**src/rtl/pipe_pkg.sv**
```systemverilog
// pipe_pkg: shared state encoding and default payload width for pipeline-stage controllers
package pipe_pkg;
  localparam int NPC_PIPE_W = 62;
  typedef enum logic [1:0] {EMPTY = 2'd0, BUSY = 2'd1, FULL = 2'd2} state_t;
endpackage

```
**src/rtl/pipe_stage_ctrl_if.sv**
```systemverilog
// pipe_stage_ctrl_if: valid/ready/data handshake bundle between pipeline stages
interface pipe_stage_ctrl_if import pipe_pkg::*; #(parameter int WIDTH = NPC_PIPE_W);
  logic             valid;
  logic             ready;
  logic [WIDTH-1:0] data;
  modport master(output valid, data, input ready);
  modport slave(input valid, data, output ready);
endinterface

```
**src/rtl/pipe_slot.sv**
```systemverilog
// pipe_slot: payload register with load enable and synchronous clear
module pipe_slot import pipe_pkg::*; #(parameter int WIDTH = NPC_PIPE_W) (
  input  logic             clk,
  input  logic             i_clr,
  input  logic             i_load,
  input  logic [WIDTH-1:0] i_d,
  output logic [WIDTH-1:0] o_q
);
  logic [WIDTH-1:0] r_q;
  always_ff @(posedge clk)
    if (i_clr) r_q <= '0;
    else if (i_load) r_q <= i_d;
  assign o_q = r_q;
endmodule

```
**src/rtl/pipe_stage_ctrl.sv**
```systemverilog
// pipe_stage_ctrl: valid/ready stage with main+skid registers, registered in_ready and transfer counter
module pipe_stage_ctrl import pipe_pkg::*; #(
  parameter int WIDTH = NPC_PIPE_W,
  parameter int CNT_W = 32
) (
  input  logic                  clk,
  input  logic                  rst,
  input  logic                  flush,
  pipe_stage_ctrl_if.slave      s_in,
  pipe_stage_ctrl_if.master     m_out,
  output logic [CNT_W-1:0]      xfer_cnt
);
  state_t           r_state, w_next;
  logic             w_in_fire, w_out_fire, w_ld_main, w_ld_skid, w_sel_skid;
  logic [WIDTH-1:0] w_main_q, w_skid_q;
  logic [CNT_W-1:0] r_cnt;
  assign s_in.ready  = (r_state != FULL) & !rst;
  assign m_out.valid = (r_state != EMPTY) & !rst;
  assign m_out.data  = w_main_q;
  assign w_in_fire   = s_in.valid & s_in.ready;
  assign w_out_fire  = m_out.valid & m_out.ready;
  assign xfer_cnt    = r_cnt;
  always_comb begin
    w_next     = r_state;
    w_ld_main  = 1'b0;
    w_ld_skid  = 1'b0;
    w_sel_skid = 1'b0;
    case (r_state)
      EMPTY: if (w_in_fire) begin
        w_next    = BUSY;
        w_ld_main = 1'b1;
      end
      BUSY: begin
        w_next    = w_in_fire ? (w_out_fire ? BUSY : FULL) : (w_out_fire ? EMPTY : BUSY);
        w_ld_main = w_in_fire & w_out_fire;
        w_ld_skid = w_in_fire & !w_out_fire;
      end
      FULL: if (w_out_fire) begin
        w_next     = BUSY;
        w_ld_main  = 1'b1;
        w_sel_skid = 1'b1;
      end
      default: w_next = EMPTY;
    endcase
    if (flush) begin
      w_next    = EMPTY;
      w_ld_main = 1'b0;
      w_ld_skid = 1'b0;
    end
  end
  always_ff @(posedge clk)
    r_state <= rst ? EMPTY : w_next;
  always_ff @(posedge clk)
    if (rst) r_cnt <= '0;
    else if (w_out_fire) r_cnt <= r_cnt + CNT_W'(1);
  pipe_slot #(.WIDTH(WIDTH)) u_main (
    .clk    (clk),
    .i_clr  (rst),
    .i_load (w_ld_main),
    .i_d    (w_sel_skid ? w_skid_q : s_in.data),
    .o_q    (w_main_q)
  );
  pipe_slot #(.WIDTH(WIDTH)) u_skid (
    .clk    (clk),
    .i_clr  (rst),
    .i_load (w_ld_skid),
    .i_d    (s_in.data),
    .o_q    (w_skid_q)
  );
endmodule
```
**src/flat_wrapper.sv**
```systemverilog
// flat-port wrapper written by rule: the top's interface ports become plain ports
module pipe_stage_ctrl_flat import pipe_pkg::*;
#(
  parameter int WIDTH = NPC_PIPE_W,
  parameter int CNT_W = 32
)
  (clk, rst, flush, xfer_cnt, s_in_valid, s_in_data, s_in_ready, m_out_valid, m_out_data, m_out_ready);
  pipe_stage_ctrl_if #(.WIDTH(WIDTH)) s_in_i ();
  pipe_stage_ctrl_if #(.WIDTH(WIDTH)) m_out_i ();
  input  logic clk;
  input  logic rst;
  input  logic flush;
  output logic [CNT_W-1:0] xfer_cnt;
  input wire logic [$bits(s_in_i.valid)-1:0] s_in_valid;
  input wire logic [$bits(s_in_i.data)-1:0] s_in_data;
  output wire logic [$bits(s_in_i.ready)-1:0] s_in_ready;
  output wire logic [$bits(m_out_i.valid)-1:0] m_out_valid;
  output wire logic [$bits(m_out_i.data)-1:0] m_out_data;
  input wire logic [$bits(m_out_i.ready)-1:0] m_out_ready;
  assign s_in_i.valid = s_in_valid;
  assign s_in_i.data = s_in_data;
  assign s_in_ready = s_in_i.ready;
  assign m_out_valid = m_out_i.valid;
  assign m_out_data = m_out_i.data;
  assign m_out_i.ready = m_out_ready;
  pipe_stage_ctrl #(.WIDTH(WIDTH), .CNT_W(CNT_W)) u_core (.clk(clk), .rst(rst), .flush(flush), .s_in(s_in_i), .m_out(m_out_i), .xfer_cnt(xfer_cnt));
endmodule
```
**config.mk**
```make
export PLATFORM = sky130hd
export DESIGN_NAME = pipe_stage_ctrl_flat
export DESIGN_NICKNAME = d
export VERILOG_FILES = /design/src/rtl/pipe_pkg.sv /design/src/rtl/pipe_stage_ctrl_if.sv /design/src/rtl/pipe_slot.sv /design/src/rtl/pipe_stage_ctrl.sv /design/src/flat_wrapper.sv
export SDC_FILE = /design/constraint.sdc
export NUM_CORES = 1
export LEC_CHECK = 0
export ABC_CLOCK_PERIOD_IN_PS = 3030
export BUFFER_PORTS_ARGS = -buffer_cell sky130_fd_sc_hd__clkbuf_2
export CORE_MARGIN = 2
export CORE_UTILIZATION = 30
export CTS_BUF_LIST = sky130_fd_sc_hd__clkbuf_2 sky130_fd_sc_hd__clkbuf_4 sky130_fd_sc_hd__clkbuf_8
export DETAILED_ROUTE_END_ITERATION = 12
export SLEW_MARGIN = 40
export SYNTH_ARGS = -nofsm -noshare
export SYNTH_HDL_FRONTEND = slang
export SYNTH_HIERARCHICAL = 1
export SYNTH_SLANG_ARGS = --single-unit
```
**constraint.sdc**
```tcl
create_clock -name clk -period 3.03 [get_ports clk]
set_clock_uncertainty 0.2 [all_clocks]
set_input_delay 0.4545 -clock clk [delete_from_list [all_inputs] [get_ports clk]]
set_output_delay 0.4545 -clock clk [all_outputs]
set_load 0.01 [all_outputs]
```
# After elaboration in Yosys (flattened, before gate mapping)
# Cells that the tools add are included.
[classes] bitwise=6 addsub=1 n_reduce_logical=6 mux=14 eq_ne=5
[ops] op="$mux W62" count=1
[ops] op="$add A32 B1 Y32 const B" count=1
[ops] op="$mux W2" count=4
[ops] op="$mux W1" count=7
[ops] op="$and A1 B1 Y1" count=6
[ops] op="$pmux W2 S3" count=1
[ops] op="$ne A2 B1 Y1 const B" count=2
[ops] op="$pmux W1 S3" count=1
[ops] op="$eq A2 B1 Y1 const B" count=1
[ops] op="$eq A2 B2 Y1 const B" count=1
[ops] op="$logic_not A1 Y1" count=2
[ops] op="$logic_not A2 Y1" count=1
[ops] op="$ne A2 B2 Y1 const B" count=1
[ops] op="$reduce_and A2 Y1" count=1
[ops] op="$reduce_bool A2 Y1" count=1
[ops] op="$reduce_or A2 Y1" count=1
[totals] word_cells=36 inputBits=67 reg_bits=158

# Depth between registers and ports, before layout
[logic_depth] ltp_word=7 ltp_mapped=12 depth_no_buf=9

# By module
# The synthesis kept the hierarchy.
[modules_own_cells] module="pipe_slot" seq_area_each_um2=1241.2 cells_each=200 instances=2 area_each_um2=2229.6
[modules_own_cells] module="pipe_stage_ctrl" seq_area_each_um2=680.7 cells_each=270 instances=1 area_each_um2=2411.1

# Least setup slack after synthesis
# No wires, ideal clock.
[synth_timing] kind="input to register" start="input port rst" end="register u_core.u_skid.r_q[0] (netlist: u_core/u_skid/o_q[0])" slack_ns=0.636 setup_ns=0.117 path_stages=9 t_arrival_ns=2.076 n_path_buf=3 required_ns=2.713 path_cell_list="clkbuf_1 -> a21oi_1 -> and2_1 -> ha_1 -> nor4b_1 -> buf_6 -> buf_8 -> mux2i_1 -> nor2_1"
[synth_via] word_cells_on_any_way=9
[synth_lines] item="start, declared" line="flat_wrapper.sv:11" source="input logic rst;"
[synth_lines] item="$logic_not A1 Y1" line="pipe_stage_ctrl.sv:17" source="assign s_in.ready = (r_state != FULL) & !rst;"
[synth_lines] item="$and A1 B1 Y1" line="pipe_stage_ctrl.sv:17"
[synth_lines] item="named net s_in_ready" line="flat_wrapper.sv:16" source="output wire logic [$bits(s_in_i.ready)-1:0] s_in_ready;"
[synth_lines] item="$and A1 B1 Y1" line="pipe_stage_ctrl.sv:20" source="assign w_in_fire = s_in.valid & s_in.ready;"
[synth_lines] item="$and A1 B1 Y1" line="pipe_stage_ctrl.sv:36" source="w_ld_skid = w_in_fire & !w_out_fire;"
[synth_lines] item="$mux W1" line="pipe_stage_ctrl.sv:28" source="case (r_state)"
[synth_lines] item="$mux W1" line="pipe_stage_ctrl.sv:45" source="if (flush) begin"
[synth_lines] item="named net u_core.w_ld_skid" line="pipe_stage_ctrl.sv:14" source="logic w_in_fire, w_out_fire, w_ld_main, w_ld_skid, w_sel_skid;"
[synth_lines] item="end signal, assigned" line="pipe_slot.sv:12" source="else if (i_load) r_q <= i_d;"
[synth_lines] item="end, declared" line="pipe_slot.sv:9" source="logic [WIDTH-1:0] r_q;"
# The timed path passes the listed nets, and every way through them passes these cells.
# A chain may end at the register's enable or synchronous reset.

# Final worst setup path
[layout_timing] start="register u_core.r_state[1]" end="register u_core.u_skid.r_q[31] (netlist: u_core/u_skid/o_q[31])"
[layout_via] elab_chain_cells=7 word_cells_on_any_way=11
[layout_lines] item="start, declared" line="pipe_stage_ctrl.sv:13" source="state_t r_state, w_next;"
[layout_lines] item="start signal, assigned" line="pipe_stage_ctrl.sv:52" source="r_state <= rst ? EMPTY : w_next;"
[layout_lines] item="$reduce_bool A2 Y1" line="pipe_stage_ctrl.sv:18" source="assign m_out.valid = (r_state != EMPTY) & !rst;"
[layout_lines] item="$and A1 B1 Y1" line="pipe_stage_ctrl.sv:18"
[layout_lines] item="$and A1 B1 Y1" line="pipe_stage_ctrl.sv:21" source="assign w_out_fire = m_out.valid & m_out.ready;"
[layout_lines] item="$logic_not A1 Y1" line="pipe_stage_ctrl.sv:36"
[layout_lines] item="$and A1 B1 Y1" line="pipe_stage_ctrl.sv:36"
[layout_lines] item="$mux W1 (*)" line="pipe_stage_ctrl.sv:28"
[layout_lines] item="$mux W1 (*)" line="pipe_stage_ctrl.sv:45"
[layout_lines] item="named net u_core.w_ld_skid" line="pipe_stage_ctrl.sv:14"
# Mark *: on every way through the listed nets, which the timed path passes. The rest lies on a longest branch.

==> flow_metrics.tcl <==
set metrics [dict create \
    path_clk_slew_ns 0.10 \
    setup_viol 0 \
    wl_per_cell_um 13.82 \
    cts_buffer_depth 2 \
    final_common_cell "clkbuf_2" \
    ys.flop_type "dfxtp_1" \
    grt_pass1_wl_mm 25.71 \
    drt-initial-drc-count 283 \
    crit_family "simple AND/OR/NAND/NOR gates" \
    cts.sinks 158 \
    dp_hpwl_mm 10.04 \
    fin_crit_sh_pct 83.09 \
    dpl_worst_slack_ns 0.4061 \
    relSlewSlack_pct 58.05 \
    crit_chain "o21bai_2 > inv_2 > nand2_1 > ha_1 > nor4b_2 > buf_12 > mux2i_1 > nor2_1" \
    yosysUniqueCellTypes 42 \
    syn_avg_cell_area_um2 10.25 \
    crit_fanout 32 \
    die_area_um2 24130 \
    tritoncts "yes" \
    crit_path_top_delay_cell "nor4b_2" \
    power.total_mw 4.144 \
    place_congestion 0.8067 \
    start_kind "flop" \
    rows 55 \
    met3_length_um 883 \
    tns_ns 0 \
    cts.hold.buffers_added 0 \
    cts_root_buf "clkbuf_8" \
    final_layout_size_suffix_gt1_share_pct 33.57 \
    grt_pass1_vias 4979 \
    syn_area_um2 6870 \
    num_vias 5051 \
    initial_core_util_pct 30.44 \
    ios 163 \
    syn2layout_area_growth_pct 20.69 \
    cts_resized 0 \
    post_cts_buffers 0 \
    dieWidth_um 155.3 \
    fin_area_um2 8292 \
    synthArstFlopShare_pct 0 \
    power_density_nw_per_um2 499.8 \
    worst_pin_slew_ns 0.6293 \
    max_stage_delay_ns 0.47 \
    p_leak_nw 3.191 \
    dr.max_layer_used "met4" \
    ys.warnings.count 6 \
    hold_viol_final 0 \
    seq_area_frac_synth_pct 46.04 \
    antenna-diode-count 0 \
    syn-num-nets 740 \
    hold_path_class "in -> reg" \
    htreeDepth 4 \
    vdd_drop_max_mv 0.2801 \
    clkLatencyLatePin_ns 0.43 \
    mostFrequentLayoutCells "clkbuf_2, dfxtp_1, nor2_1" \
    dr.pass1.iters 4 \
    crit_buf_inv 2 \
    viasPerCell 4.526 \
    wl_met2_mm 6.909 \
    cts_buffers 17 \
    slew_violations 0 \
    maxCapViolations 0 \
    portBuffers 162 \
    ys_ff_latch 158 \
    whs_ns 0.06599 \
    arrival_ns 2.62 \
    wirelength_mm 15.43 \
    synth_enable_flop_cells 0 \
    final_cells 1116 \
    grt_start_max_net_pins 82 \
    grt_usage_pct 13.16 \
    die_h_um 155.3 \
    syn_inst 670 \
    status "finished clean" \
    ant_nets 0 \
    rsz0062_at_grt "no" \
    dpl_cell_area_um2 7854 \
    place_inst 1084 \
    period_needed_ns 2.518 \
    grt_antenna_before_repair 0 \
    met1_length_mm 7.504 \
    design.core.area_um2 22570 \
    post-route-drc-count 0 \
    fin_util_pct 36.74 \
    fin_ws_ns 0.5124 \
    required_ns 3.13 \
    crit_type "reg -> reg" \
    gr-total-overflow 0 \
    endpoint_kind "flop" \
    nets 888 \
    max_freq_ghz 0.3972 \
]
==> final timing paths <==
kind | startpoint | to | slack [ns] | depth (start not counted)
setup reg to reg | u_core/r_state[1]$_SDFFE_PP0P_ | u_core/u_skid/o_q[31]$_SDFFE_PP0P_ | 0.51 | 8
setup / recovery | u_core/r_state[1]$_SDFFE_PP0P_ | u_core/u_skid/o_q[31]$_SDFFE_PP0P_ | 0.51 | 8
hold reg to reg | u_core/u_skid/o_q[9]$_SDFFE_PP0P_ | u_core/u_skid/o_q[9]$_SDFFE_PP0P_ | 0.29 | 2
hold / removal | s_in_data[39] | u_core/u_skid/o_q[39]$_SDFFE_PP0P_ | 0.07 | 3
==> layer usage <==
metal,track usage [%],up-vias
met5,0,-
li1,-,2577
met4,3.757,0
met2,20.88,125
met3,4.095,7
met1,17.27,2342
==> worst register-to-register path: stages, from the launching register on <==
cell	delay (ns)
dfxtp_1	0.42
o21bai_2	0.25
inv_2	0.07
nand2_1	0.17
ha_1	0.20
nor4b_2	0.47
buf_12	0.31
mux2i_1	0.26
nor2_1	0.05
==> layout make-up <==
| type | count | area, um^2 |
|---|---|---|
| clock inverters | 15 | 200.2 |
| inverters | 10 | 37.54 |
| repair buffers | 171 | 947.2 |
| well taps | 285 | 356.6 |
| fillers | 2302 | 14280 |
| multi-input cells | 460 | 3353 |
| flip-flops and latches | 158 | 3163 |
| clock buffers | 17 | 234.0 |
==> logic make-up (layout without fill, tap and decap cells) <==
logic type | count (synthesis) | count (layout) | share of synthesized area (%)
DFF | 158 | 158 | 46.04
AOI/OAI and AO/OA | 13 | 13 | 1.111
adders and majority gates | 3 | 3 | 0.5464
muxes | 187 | 187 | 28.39
buffers and inverters | 52 | 213 | 5.427
and+or+nand+nor | 230 | 230 | 15.04
xor gates and xnor gates | 27 | 27 | 3.442
==> sequential cells by signal, summed over array words and instances, names as in the netlist <==
register / count
u_core/xfer_cnt: 32
u_core/r_state: 2
u_core/u_skid/o_q: 62
u_core/u_main/o_q: 62
==> synthesized netlist by cell type (2+ instances only) <==
| master | instances | area share, % |
|---|---|---|
| buf_8 | 12 | 2.6 |
| nand4_1 | 9 | 0.82 |
| nand2_2 | 2 | 0.18 |
| nor3_1 | 11 | 0.80 |
| and4_1 | 3 | 0.38 |
| nor2b_1 | 2 | 0.18 |
| inv_1 | 9 | 0.49 |
| nand2_1 | 13 | 0.71 |
| clkbuf_1 | 6 | 0.33 |
| mux2_2 | 62 | 10 |
| nand3_1 | 9 | 0.66 |
| nor2_1 | 158 | 8.6 |
| buf_1 | 2 | 0.11 |
| xor2_1 | 10 | 1.3 |
| and4_4 | 2 | 0.33 |
| buf_2 | 19 | 1.4 |
| or4_1 | 2 | 0.22 |
| o21ai_0 | 3 | 0.22 |
| ha_1 | 3 | 0.55 |
| a21oi_1 | 7 | 0.51 |
| dfxtp_1 | 158 | 46 |
| or3_1 | 4 | 0.36 |
| xnor2_1 | 17 | 2.2 |
| nor4_1 | 4 | 0.36 |
| buf_6 | 2 | 0.33 |
| nor4b_1 | 2 | 0.26 |
| mux2i_1 | 124 | 18 |
==> report_power, final <==
part,total [mW],internal [mW],switching [mW]
Sequential,2.13,2.11,0.0191
Combinational,0.285,0.137,0.148
Clock,1.73,0.847,0.882
Note: power is estimated with default switching activity, not from simulation.
